## config.mk

```make
export PLATFORM = sky130hd
export DESIGN_NAME = ysyx_25040111_alu_dec
export DESIGN_NICKNAME = d
export VERILOG_FILES = /design/src/rtl/ysyx_25040111_alu_dec.sv
export SDC_FILE = /design/constraint.sdc
export NUM_CORES = 1
export LEC_CHECK = 0
export BUFFER_PORTS_ARGS = -buffer_cell sky130_fd_sc_hd__buf_2
export CAP_MARGIN = 20
export CORE_MARGIN = 4
export CORE_UTILIZATION = 50
export CTS_CLUSTER_SIZE = 12
export DETAILED_ROUTE_END_ITERATION = 16
export GPL_ROUTABILITY_DRIVEN = 0
export PLACE_DENSITY = 0.81
export SETUP_SLACK_MARGIN = 0.3
export SLEW_MARGIN = 20
export SYNTH_ARGS = -nofsm -noshare
export SYNTH_HDL_FRONTEND = slang
export SYNTH_SLANG_ARGS = --single-unit
export TNS_END_PERCENT = 30
```

## constraint.sdc

```tcl
create_clock -name clk -period 5.1 [get_ports clk]
set_input_delay 0.255 -clock clk [delete_from_list [all_inputs] [get_ports clk]]
set_output_delay 0.255 -clock clk [all_outputs]
set_load 0.005 [all_outputs]
```

## src/rtl/ysyx_25040111_alu_dec.sv

```systemverilog
// RV32I decode stage feeding the ALU control interface. A registered output slot
// plus one skid entry lets in_ready come straight from a flop.
module ysyx_25040111_alu_dec #(
  parameter int XLEN   = 32,
  parameter int REG_AW = 5
) (
  input  logic              clk,
  input  logic              rst_n,
  input  logic              in_valid,
  output logic              in_ready,
  input  logic [XLEN-1:0]   in_pc,
  input  logic [31:0]       in_inst,
  output logic              out_valid,
  input  logic              out_ready,
  output logic [XLEN-1:0]   out_pc,
  output logic [2:0]        out_opt,
  output logic              out_ext,
  output logic              out_sign,
  output logic              out_negate,
  output logic              out_snpc,
  output logic [1:0]        out_a1_sel,
  output logic              out_a2_imm,
  output logic [XLEN-1:0]   out_imm,
  output logic [REG_AW-1:0] out_rs1,
  output logic [REG_AW-1:0] out_rs2,
  output logic [REG_AW-1:0] out_rd,
  output logic              out_wen,
  output logic [2:0]        out_class
);

  localparam logic [6:0] OP_LUI    = 7'b0110111;
  localparam logic [6:0] OP_AUIPC  = 7'b0010111;
  localparam logic [6:0] OP_JAL    = 7'b1101111;
  localparam logic [6:0] OP_JALR   = 7'b1100111;
  localparam logic [6:0] OP_BRANCH = 7'b1100011;
  localparam logic [6:0] OP_LOAD   = 7'b0000011;
  localparam logic [6:0] OP_STORE  = 7'b0100011;
  localparam logic [6:0] OP_OPIMM  = 7'b0010011;
  localparam logic [6:0] OP_OP     = 7'b0110011;
  localparam logic [6:0] OP_FENCE  = 7'b0001111;
  localparam logic [6:0] OP_SYSTEM = 7'b1110011;

  localparam logic [2:0] OPT_ADD   = 3'b001;
  localparam logic [2:0] OPT_ANDOR = 3'b010;
  localparam logic [2:0] OPT_XOR   = 3'b011;
  localparam logic [2:0] OPT_SLL   = 3'b100;
  localparam logic [2:0] OPT_SR    = 3'b101;
  localparam logic [2:0] OPT_LT    = 3'b110;
  localparam logic [2:0] OPT_EQ    = 3'b111;

  localparam logic [1:0] A1_RS1  = 2'b00;
  localparam logic [1:0] A1_PC   = 2'b01;
  localparam logic [1:0] A1_ZERO = 2'b10;

  localparam logic [2:0] CLS_ALU = 3'd0;
  localparam logic [2:0] CLS_BR  = 3'd1;
  localparam logic [2:0] CLS_JMP = 3'd2;
  localparam logic [2:0] CLS_LD  = 3'd3;
  localparam logic [2:0] CLS_ST  = 3'd4;
  localparam logic [2:0] CLS_SYS = 3'd5;
  localparam logic [2:0] CLS_ILL = 3'd7;

  typedef struct packed {
    logic [XLEN-1:0]   pc;
    logic [2:0]        opt;
    logic              ext;
    logic              sign;
    logic              negate;
    logic              snpc;
    logic [1:0]        a1_sel;
    logic              a2_imm;
    logic [XLEN-1:0]   imm;
    logic [REG_AW-1:0] rs1;
    logic [REG_AW-1:0] rs2;
    logic [REG_AW-1:0] rd;
    logic              wen;
    logic [2:0]        cls;
  } bundle_t;

  function automatic logic signed [31:0] imm_i(input logic [31:0] inst);
    return {{20{inst[31]}}, inst[31:20]};
  endfunction

  function automatic logic signed [31:0] imm_s(input logic [31:0] inst);
    return {{20{inst[31]}}, inst[31:25], inst[11:7]};
  endfunction

  function automatic logic signed [31:0] imm_b(input logic [31:0] inst);
    return {{19{inst[31]}}, inst[31], inst[7], inst[30:25], inst[11:8], 1'b0};
  endfunction

  function automatic logic signed [31:0] imm_u(input logic [31:0] inst);
    return {inst[31:12], 12'b0};
  endfunction

  function automatic logic signed [31:0] imm_j(input logic [31:0] inst);
    return {{11{inst[31]}}, inst[31], inst[19:12], inst[20], inst[30:21], 1'b0};
  endfunction

  // A register field naming a register beyond 2^REG_AW (e.g. x16+ on RV32E).
  function automatic logic idx_bad(input logic [4:0] f);
    return (f >> REG_AW) != 5'd0;
  endfunction

  function automatic bundle_t decode(input logic [XLEN-1:0] pc, input logic [31:0] inst);
    bundle_t            b;
    logic [6:0]         op;
    logic [2:0]         f3;
    logic [6:0]         f7;
    logic               f7_std;
    logic               is_imm;
    logic               legal;
    logic               use_rd;
    logic               use_rs1;
    logic               use_rs2;
    logic signed [31:0] imm32;
    b       = '0;
    op      = inst[6:0];
    f3      = inst[14:12];
    f7      = inst[31:25];
    f7_std  = (f7 == 7'h00) || (f7 == 7'h20);
    is_imm  = (op == OP_OPIMM);
    legal   = 1'b1;
    use_rd  = 1'b0;
    use_rs1 = 1'b0;
    use_rs2 = 1'b0;
    imm32   = '0;
    b.pc    = pc;
    b.rs1   = inst[15 +: REG_AW];
    b.rs2   = inst[20 +: REG_AW];
    b.rd    = inst[7 +: REG_AW];
    case (op)
      OP_LUI, OP_AUIPC: begin
        b.a1_sel = (op == OP_LUI) ? A1_ZERO : A1_PC;
        b.a2_imm = 1'b1;
        b.opt    = OPT_ADD;
        b.cls    = CLS_ALU;
        imm32    = imm_u(inst);
        use_rd   = 1'b1;
      end
      OP_JAL, OP_JALR: begin
        // ALU produces the link address pc+4; the target uses imm separately.
        b.a1_sel = A1_PC;
        b.snpc   = 1'b1;
        b.opt    = OPT_ADD;
        b.cls    = CLS_JMP;
        use_rd   = 1'b1;
        use_rs1  = (op == OP_JALR);
        imm32    = (op == OP_JAL) ? imm_j(inst) : imm_i(inst);
        if (op == OP_JALR && f3 != 3'b000) legal = 1'b0;
      end
      OP_BRANCH: begin
        b.a1_sel = A1_RS1;
        b.cls    = CLS_BR;
        b.ext    = 1'b1;
        imm32    = imm_b(inst);
        use_rs1  = 1'b1;
        use_rs2  = 1'b1;
        case (f3)
          3'b000: b.opt = OPT_EQ;
          3'b001: begin b.opt = OPT_EQ; b.negate = 1'b1; end
          3'b100: begin b.opt = OPT_LT; b.sign = 1'b1; end
          3'b101: begin b.opt = OPT_LT; b.sign = 1'b1; b.negate = 1'b1; end
          3'b110: b.opt = OPT_LT;
          3'b111: begin b.opt = OPT_LT; b.negate = 1'b1; end
          default: legal = 1'b0;
        endcase
      end
      OP_LOAD: begin
        b.a1_sel = A1_RS1;
        b.a2_imm = 1'b1;
        b.opt    = OPT_ADD;
        b.cls    = CLS_LD;
        imm32    = imm_i(inst);
        use_rd   = 1'b1;
        use_rs1  = 1'b1;
        if (f3 == 3'b011 || f3 == 3'b110 || f3 == 3'b111) legal = 1'b0;
      end
      OP_STORE: begin
        b.a1_sel = A1_RS1;
        b.a2_imm = 1'b1;
        b.opt    = OPT_ADD;
        b.cls    = CLS_ST;
        imm32    = imm_s(inst);
        use_rs1  = 1'b1;
        use_rs2  = 1'b1;
        if (f3[2] || f3 == 3'b011) legal = 1'b0;
      end
      OP_OPIMM, OP_OP: begin
        b.a1_sel = A1_RS1;
        b.a2_imm = is_imm;
        b.cls    = CLS_ALU;
        imm32    = is_imm ? imm_i(inst) : '0;
        use_rd   = 1'b1;
        use_rs1  = 1'b1;
        use_rs2  = !is_imm;
        case (f3)
          3'b000: begin b.opt = OPT_ADD; b.ext = !is_imm && f7[5]; end
          3'b001: b.opt = OPT_SLL;
          3'b010: begin b.opt = OPT_LT; b.ext = 1'b1; b.sign = 1'b1; end
          3'b011: begin b.opt = OPT_LT; b.ext = 1'b1; end
          3'b100: b.opt = OPT_XOR;
          3'b101: begin b.opt = OPT_SR; b.sign = f7[5]; end
          3'b110: begin b.opt = OPT_ANDOR; b.ext = 1'b1; end
          default: b.opt = OPT_ANDOR;
        endcase
        // funct7 only matters for shift-immediates and register forms.
        if (is_imm) begin
          if (f3 == 3'b001 && f7 != 7'h00) legal = 1'b0;
          if (f3 == 3'b101 && !f7_std) legal = 1'b0;
        end else if (f3 == 3'b000 || f3 == 3'b101) begin
          if (!f7_std) legal = 1'b0;
        end else if (f7 != 7'h00) begin
          legal = 1'b0;
        end
      end
      OP_FENCE: begin
        b.cls = CLS_SYS;
        if (f3[2:1] != 2'b00) legal = 1'b0;
      end
      OP_SYSTEM: begin
        b.cls = CLS_SYS;
        if (inst != 32'h0000_0073 && inst != 32'h0010_0073) legal = 1'b0;
      end
      default: legal = 1'b0;
    endcase
    if (use_rd && idx_bad(inst[11:7])) legal = 1'b0;
    if (use_rs1 && idx_bad(inst[19:15])) legal = 1'b0;
    if (use_rs2 && idx_bad(inst[24:20])) legal = 1'b0;
    b.imm = XLEN'(imm32);
    b.wen = use_rd && legal && (inst[11:7] != 5'd0);
    if (!legal) begin
      b.cls    = CLS_ILL;
      b.opt    = '0;
      b.ext    = 1'b0;
      b.sign   = 1'b0;
      b.negate = 1'b0;
      b.snpc   = 1'b0;
      b.a1_sel = '0;
      b.a2_imm = 1'b0;
      b.wen    = 1'b0;
    end
    return b;
  endfunction

  // ---- p0: combinational decode of the incoming fetch bundle ----
  bundle_t w_dec_p0;
  logic    w_acc_p0;
  logic    w_drain_p1;

  bundle_t r_out_p1;
  logic    r_out_vld_p1;
  bundle_t r_skid_p1;
  logic    r_skid_vld_p1;
  logic    r_in_rdy;

  bundle_t w_out_nxt;
  logic    w_out_vld_nxt;
  bundle_t w_skid_nxt;
  logic    w_skid_vld_nxt;

  assign w_dec_p0   = decode(in_pc, in_inst);
  assign w_acc_p0   = in_valid && r_in_rdy;
  assign w_drain_p1 = r_out_vld_p1 && out_ready;

  // Skid is only ever filled while the output slot is full and stalled, and
  // in_ready is low whenever it holds data, so no accept can race its drain.
  always_comb begin
    w_out_nxt      = r_out_p1;
    w_out_vld_nxt  = r_out_vld_p1;
    w_skid_nxt     = r_skid_p1;
    w_skid_vld_nxt = r_skid_vld_p1;
    if (!r_out_vld_p1 || w_drain_p1) begin
      if (r_skid_vld_p1) begin
        w_out_nxt      = r_skid_p1;
        w_out_vld_nxt  = 1'b1;
        w_skid_vld_nxt = 1'b0;
      end else if (w_acc_p0) begin
        w_out_nxt     = w_dec_p0;
        w_out_vld_nxt = 1'b1;
      end else begin
        w_out_vld_nxt = 1'b0;
      end
    end else if (w_acc_p0) begin
      w_skid_nxt     = w_dec_p0;
      w_skid_vld_nxt = 1'b1;
    end
  end

  // ---- p1: registered output slot and skid entry ----
  always_ff @(posedge clk or negedge rst_n) begin
    if (!rst_n) begin
      r_out_vld_p1  <= 1'b0;
      r_skid_vld_p1 <= 1'b0;
      r_in_rdy      <= 1'b1;
      r_out_p1      <= '0;
      r_skid_p1     <= '0;
    end else begin
      r_out_vld_p1  <= w_out_vld_nxt;
      r_skid_vld_p1 <= w_skid_vld_nxt;
      r_in_rdy      <= !w_skid_vld_nxt;
      r_out_p1      <= w_out_nxt;
      r_skid_p1     <= w_skid_nxt;
    end
  end

  assign in_ready   = r_in_rdy;
  assign out_valid  = r_out_vld_p1;
  assign out_pc     = r_out_p1.pc;
  assign out_opt    = r_out_p1.opt;
  assign out_ext    = r_out_p1.ext;
  assign out_sign   = r_out_p1.sign;
  assign out_negate = r_out_p1.negate;
  assign out_snpc   = r_out_p1.snpc;
  assign out_a1_sel = r_out_p1.a1_sel;
  assign out_a2_imm = r_out_p1.a2_imm;
  assign out_imm    = r_out_p1.imm;
  assign out_rs1    = r_out_p1.rs1;
  assign out_rs2    = r_out_p1.rs2;
  assign out_rd     = r_out_p1.rd;
  assign out_wen    = r_out_p1.wen;
  assign out_class  = r_out_p1.cls;

endmodule

```

Yosys cells after proc, flatten, opt, wreduce, memory -nomap -nowiden
Index checks and enable logic that the tools add are counted.
{ "classes": {"order_cmp": 0, "div_mod_pow": 0, "bitwise": 1, "mul": 0, "n_eq_ne": 21, "muxes": 39, "add_sub_neg": 0, "reduce_logical": 42, "shift": 0} }
{ "ops": {"columns": ["operator", "n"], "rows": [
  ["$pmux W32 S6", 1],
  ["$mux W93", 2],
  ["$mux W32", 1],
  ["$ne A32 B21 Y1 const B", 1],
  ["$ne A32 B7 Y1 const B", 1],
  ["$pmux W3 S5", 2],
  ["$eq A7 B6 Y1 const B", 4],
  ["$eq A7 B7 Y1 const B", 4],
  ["$mux W1", 21],
  ["$mux W20", 1],
  ["$eq A7 B5 Y1 const B", 2],
  ["$reduce_or A2 Y1", 7],
  ["$eq A3 B3 Y1 const B", 4],
  ["$reduce_or A6 Y1", 2],
  ["$mux W10", 1],
  ["$logic_and A1 B1 Y1", 9],
  ["$pmux W3 S3", 1],
  ["$pmux W1 S8", 1],
  ["$pmux W2 S2", 2],
  ["$reduce_or A4 Y1", 2],
  ["$eq A7 B2 Y1 const B", 1],
  ["$eq A7 B4 Y1 const B", 1],
  ["$logic_not A7 Y1", 1],
  ["$reduce_bool A7 Y1", 1],
  ["other kinds (16)", 30]
]} }
{ "word_totals": {"ramBits": 0, "romBits": 0, "mem_count": 0, "register_bits": 189, "inputBits": 68, "latch_bits": 0} }

Logic depth before layout (Yosys ltp)
{ "logic_depth": {"depth_word": 12, "ltp_mapped": 9, "depth_no_buf": 5} }

Worst setup path before layout
No wires, ideal clock.
{ "synth_path": {"path_kind": "input port to flip-flop", "start": "input in_inst[6]", "end": "register r_out_p1, in the netlist out_opt[2]", "n_path_buf": 3, "setup_ns": 0.096, "stages": 8, "required_time_ns": 5.004, "setup_slack_ns": 3.135, "arrival_ns": 1.869, "cell_sequence": "buf_2 > or4_4 > a211oi_2 > a2111oi_1 > and4_1 > buf_6 > buf_8 > o31ai_1"} }
{ "synth_via": {"elab_chain_len": 7, "elab_cells_between_ends": 27} }
{ "synth_rtl": {"columns": ["element", "line_no", "rtl"], "rows": [
  ["from (decl)", "12", "input logic [31:0] in_inst,"],
  ["$ne A32 B7 Y1 (tied with other cells)", "223", "if (inst != 32'h0000_0073 && inst != 32'h0010_0073) legal = 1'b0;"],
  ["$logic_and A1 B1 Y1, on equally long branches", "223, 150", null],
  ["$mux W1, on equally long branches", "223, 150", null],
  ["$pmux W1 S8", "132", "case (op)"],
  ["$mux W10 *", "232", "if (!legal) begin"],
  ["$mux W93 *", "278", "end else if (w_acc_p0) begin"],
  ["$mux W93 *", "274", "if (r_skid_vld_p1) begin"],
  ["to (signal assigned)", "302", "r_out_p1 <= w_out_nxt;"],
  ["to (decl)", "251", "bundle_t r_out_p1;"]
]} }
Mark *: on every way between the ends. The rest lies on a longest branch, timed or not. The select of a mux whose other input is x is not followed.
A chain may end at the register's enable or synchronous reset.

Worst setup path in the final report
{ "layout_path": {"start": "register r_out_vld_p1 (netlist: out_valid)", "end": "register r_skid_p1[73] (netlist bit)"} }
{ "layout_via": {"elab_chain_len": 4, "elab_cells_between_ends": 5} }
{ "layout_rtl": {"columns": ["element", "line_no", "rtl"], "rows": [
  ["from (decl)", "252", "logic r_out_vld_p1;"],
  ["from (signal assigned)", "299", "r_out_vld_p1 <= w_out_vld_nxt;"],
  ["$logic_not A1 Y1 or $logic_and A1 B1 Y1 (tied branches)", "273, 264", null],
  ["$logic_or A1 B1 Y1 *", "273", "if (!r_out_vld_p1 || w_drain_p1) begin"],
  ["$not A1 Y1 (no line) *", null, null],
  ["$reduce_and A2 Y1 (no line) *", null, null],
  ["to (signal assigned)", "303", "r_skid_p1 <= w_skid_nxt;"],
  ["to (decl)", "253", "bundle_t r_skid_p1;"]
]} }
Mark *: on every way between the ends. The rest lies on a longest branch, timed or not.

==> results summary <==
The kind of cell with the highest combined delay along the critical path is simple AND/OR/NAND/NOR gates. The routed wire length is 22.7 mm. The number of cells on the worst reg-to-reg path came out at 5. Walking the worst path, the cells encountered are nor2b_1 -> nand3_4 -> buf_4 -> nand2_1 -> nand2_1. Detailed routing placed a total of 10.4 mm of wire on met2.

The number of antenna violations at the first check in global routing is 0. The number of setup buffers added after CTS came out at 0. The number of global-route vias before repair came out at 7078. The switching share of total power came out at 30.6%.

The number of H-tree levels is 4. After clock tree synthesis, the clock-pin slew on the worst setup and hold paths is 70 ps. The setup TNS is 0 ps. The wire length of the first global-routing pass is 37.0 mm. The internal power contribution came out at 2650 uW. The clock skew is 5.90 ps. The actual slew at the worst max-slew pin is 1060 ps. By instance count, the leading cell after synthesis is sky130_fd_sc_hd__nand2_1.

After the first detailed-routing iteration, the DRC count stood at 901. The beginning of the worst register-to-register path is out_valid$_DFFE_PN0N_. The share of total power dissipated in the clock network is 32.3%. The die outline area came out at 19600 um^2. The master of the slowest instance on the critical path is sky130_fd_sc_hd__nand3_4. The flow ran to the end, and the final reports show no timing, DRC or antenna violations. The count of cells resized by post-cts repair is 0. Routed signal wires occupy layers up through met4. For hold timing, the worst endpoint is r_skid_p1[65]$_DFFE_PN0P_.

The via count came out at 7388. In the final layout, the share of cells above drive strength 1 is 21.0%. The count of antenna-violating nets left after detailed routing came out at 0. The timing startpoint of the critical path is out_valid$_DFFE_PN0N_.

The share of power burned in combinational logic came out at 18.3%. The count of buffer and inverter cells on the critical path came out at 1. The cell at the root of the clock tree is sky130_fd_sc_hd__clkbuf_16.

The startpoint identified for the worst hold timing path is in_pc[4]. The sequential group share of total power is 49.4%. The post-placement worst setup slack came out at 2420 ps.

The critical path class is reg2reg. For this run, the total global-route usage over all layers was measured as 23.2%. The layout overhead on the synthesized area came out at 16.3%. After detailed routing, the average wire length per cell comes to 17.5 um. The minimum setup slack in the final design came out at 2480 ps. Synthesis inferred 189 register bits.

The TritonCTS sink count is 189. In this run the number of cells on the critical path is 5. The number of max-slew violations in the final report came out at 0. Yosys printed 0 warnings. The layout filler cell count came out at 1487. Of all nets on the critical path, the largest fanout is 95. At the end of the flow, the number of nets in the layout was 1129.

Counting stages on the worst path, the most repeated cell is sky130_fd_sc_hd__nand2_1. A synthesized cell averages 9.22 um^2. The width of the die came out at 140 um. STA classifies the critical path endpoint as a register. The floorplan row count is 48. The cell area power density came out at 377 nW/um^2. Among all flip-flop cells after synthesis, the most frequent one is sky130_fd_sc_hd__dfrtp_1.

Setup repair after global routing left no endpoint under its margin. The worst hold path stage count came out at 3. Wire segments on met3 add up to 1.85 mm in the final route. The number of flops mapped to enable cells by yosys is 0.

The worst register-to-register path ends at r_skid_p1[73]$_DFFE_PN0P_. The arrival time reported for the critical path endpoint came out at 2940 ps. TritonCTS built the clock tree. The mapped netlist covers 8720 um^2.

The required time of the critical path came out at 5420 ps. The top cell type's share of synthesized area is 54.0%. The number of instances in the synthesized netlist is 945. After detailed routing, the wire length on met1 is 9.93 mm.

The total overflow left after global routing is 0. The net switching power is 1170 uW. The sequential share of the synthesized area came out at 54.3%. The clock latency of the later-clocked register in the worst-skew pair came out at 430 ps. The worst-case vdd ir drop came out at 0.228 mV. The utilization after layout is 59.0%. The number of maximum-capacitance constraint violations is 0. The highest attainable clock frequency came out at 381 MHz. The effective utilization at floorplan is 50.8%.

The commonest cells after synthesis are 300 x sky130_fd_sc_hd__nand2_1, 188 x sky130_fd_sc_hd__dfrtp_1, 105 x sky130_fd_sc_hd__o21ai_0. The leakage component of the power came out at 0.00485 uW. Yosys attributes the largest share of cell area to sky130_fd_sc_hd__dfrtp_1 54%, sky130_fd_sc_hd__nand2_1 13%, sky130_fd_sc_hd__o21ai_0 6.0%, sky130_fd_sc_hd__mux2i_1 5.4%, sky130_fd_sc_hd__clkbuf_1 2.5%. The final standard cell count with taps included and fillers excluded came out at 1299.

The proportion of synthesized flip-flops having asynchronous set or reset came out at 100%. The first-pass iteration count of the detailed router came out at 7. The largest total area in the synthesized netlist belongs to sky130_fd_sc_hd__dfrtp_1.

The number of instances in the placed design is 1266. The diode insertion count for antenna repair came out at 0. The maximum cell stage delay along the critical path is 860 ps. Pin placement for this block handled 163 I/O pins. The number of DRC violations after detailed routing came out at 0.

The area of the core is 17200 um^2. The number of vias per cell after detailed routing is 5.69. The minimum period implied by the final worst setup slack is 2620 ps. The synthesized net count came out at 1013. The sum of net half-perimeters after detailed placement came out at 15.0 mm.

The number of CTS-inserted buffers is 17. The worst slew margin relative to its limit came out at 29.5%. The worst setup path is launched from a register. The die span in y came out at 140 um. The register-to-register setup slack came out at 2480 ps. The largest net degree at the start of global routing is 96. Of the available clock period, the critical path in the final layout requires 51.4%.

The number of endpoints with negative hold slack in the final report is 0. The maximum root-to-sink buffer count came out at 2. The path type of the worst min-delay path is in2reg. The count of endpoints failing setup in the final report came out at 0. Counting distinct cell types in the post-synthesis netlist gives 56. The smallest hold slack is 24.0 ps. The count of input and output buffers came out at 162.
-- metrics by stage --
step	cell area, um^2	power [uW]
6_report	10100	3830
5_1_grt	10100	4040
4_1_cts	10100	3850
3_5_place_dp	9580	2620
3_3_place_gp	9580	2580
2_1_floorplan	8720	2280
-- worst max-delay path by stage --
stage | endpoint | slack, ps
2_1_floorplan | out_opt[2]$_DFFE_PN0P_ | 3140
3_3_place_gp | out_pc[9]$_DFFE_PN0P_ | 2440
3_5_place_dp | out_pc[29]$_DFFE_PN0P_ | 2420
4_1_cts | r_skid_p1[73]$_DFFE_PN0P_ | 2460
5_1_grt | out_pc[28]$_DFFE_PN0P_ | 2260
6_report | r_skid_p1[73]$_DFFE_PN0P_ | 2480
-- kinds of logic (layout without fill, tap and decap cells) --
logic type | count (synthesis) | after routing | synth area share [%]
DFF | 189 | 189 | 54.3
buffers and inverters | 78 | 207 | 3.88
and+or+nand+nor | 397 | 397 | 19.8
AOI/OAI and AO/OA | 228 | 228 | 15.9
muxes | 53 | 53 | 6.17
-- tightest hold or removal path, delay by kind of cell --
family / cells / cell delay [ps]
simple gates: 2 / 80
buf+inv: 1 / 90
-- power by group through the flow --
stage          Sequential (uW)  Combinational, uW  Clock (uW)
2_1_floorplan             1900                377           0
4_1_cts                   1890                709        1250
3_5_place_dp              1920                704           0
5_1_grt                   1920                790        1330
3_3_place_gp              1900                681           0
6_report                  1890                699        1240
-- placed cells by master (no fill, tap or decap), drive strengths merged, types with 3 or more instances in the layout --
cell type and count:
a211oi 9, a21oi 38, a22oi 7, a31oi 8
a32oi 5, and3 17, buf 167, clkbuf 18
clkinv 7, clkinvlp 5, dfrtp 188, inv 9
mux2 6, mux2i 47, nand2 300, nand2b 6
nand3 20, nand4 5, nor2 17, nor3 10
nor4 3, o211ai 14, o21ai 112, o21bai 3
o22a 7, o31ai 15, or4 3
-- final cells by class --
cell class / count / area, um^2 / share of cell area (%)
flip-flops and latches: 189 / 4730 / 46.7
clock buffers: 17 / 425 / 4.20
inverters: 6 / 22.5 / 0.222
multi-input cells: 678 / 3680 / 36.3
clock inverters: 15 / 119 / 1.17
well taps: 225 / 282 / 2.78
repair buffers: 169 / 875 / 8.63
-- routing by layer --
layer,up-vias,GRT usage (%)
met4,0,6.58
met5,-,0
met3,35,5.70
met1,3548,33.1
met2,313,35.6
li1,3492,-
-- state kept, by name, indices dropped and copies added (netlist names), 2 cells and up --
name,cells
out_rd,5
out_rs2,5
r_skid_p1,93
out_pc,32
out_a1_sel,2
out_opt,3
out_imm,32
out_rs1,5
out_class,3
-- repair_timing --
action / 4_1_cts / 5_1_grt
hold buffers: 1 / 0
setup endpoints to repair: 0 / 0
endpoints found under the hold margin: 50 / 0
(Power assumes the default switching activity.)
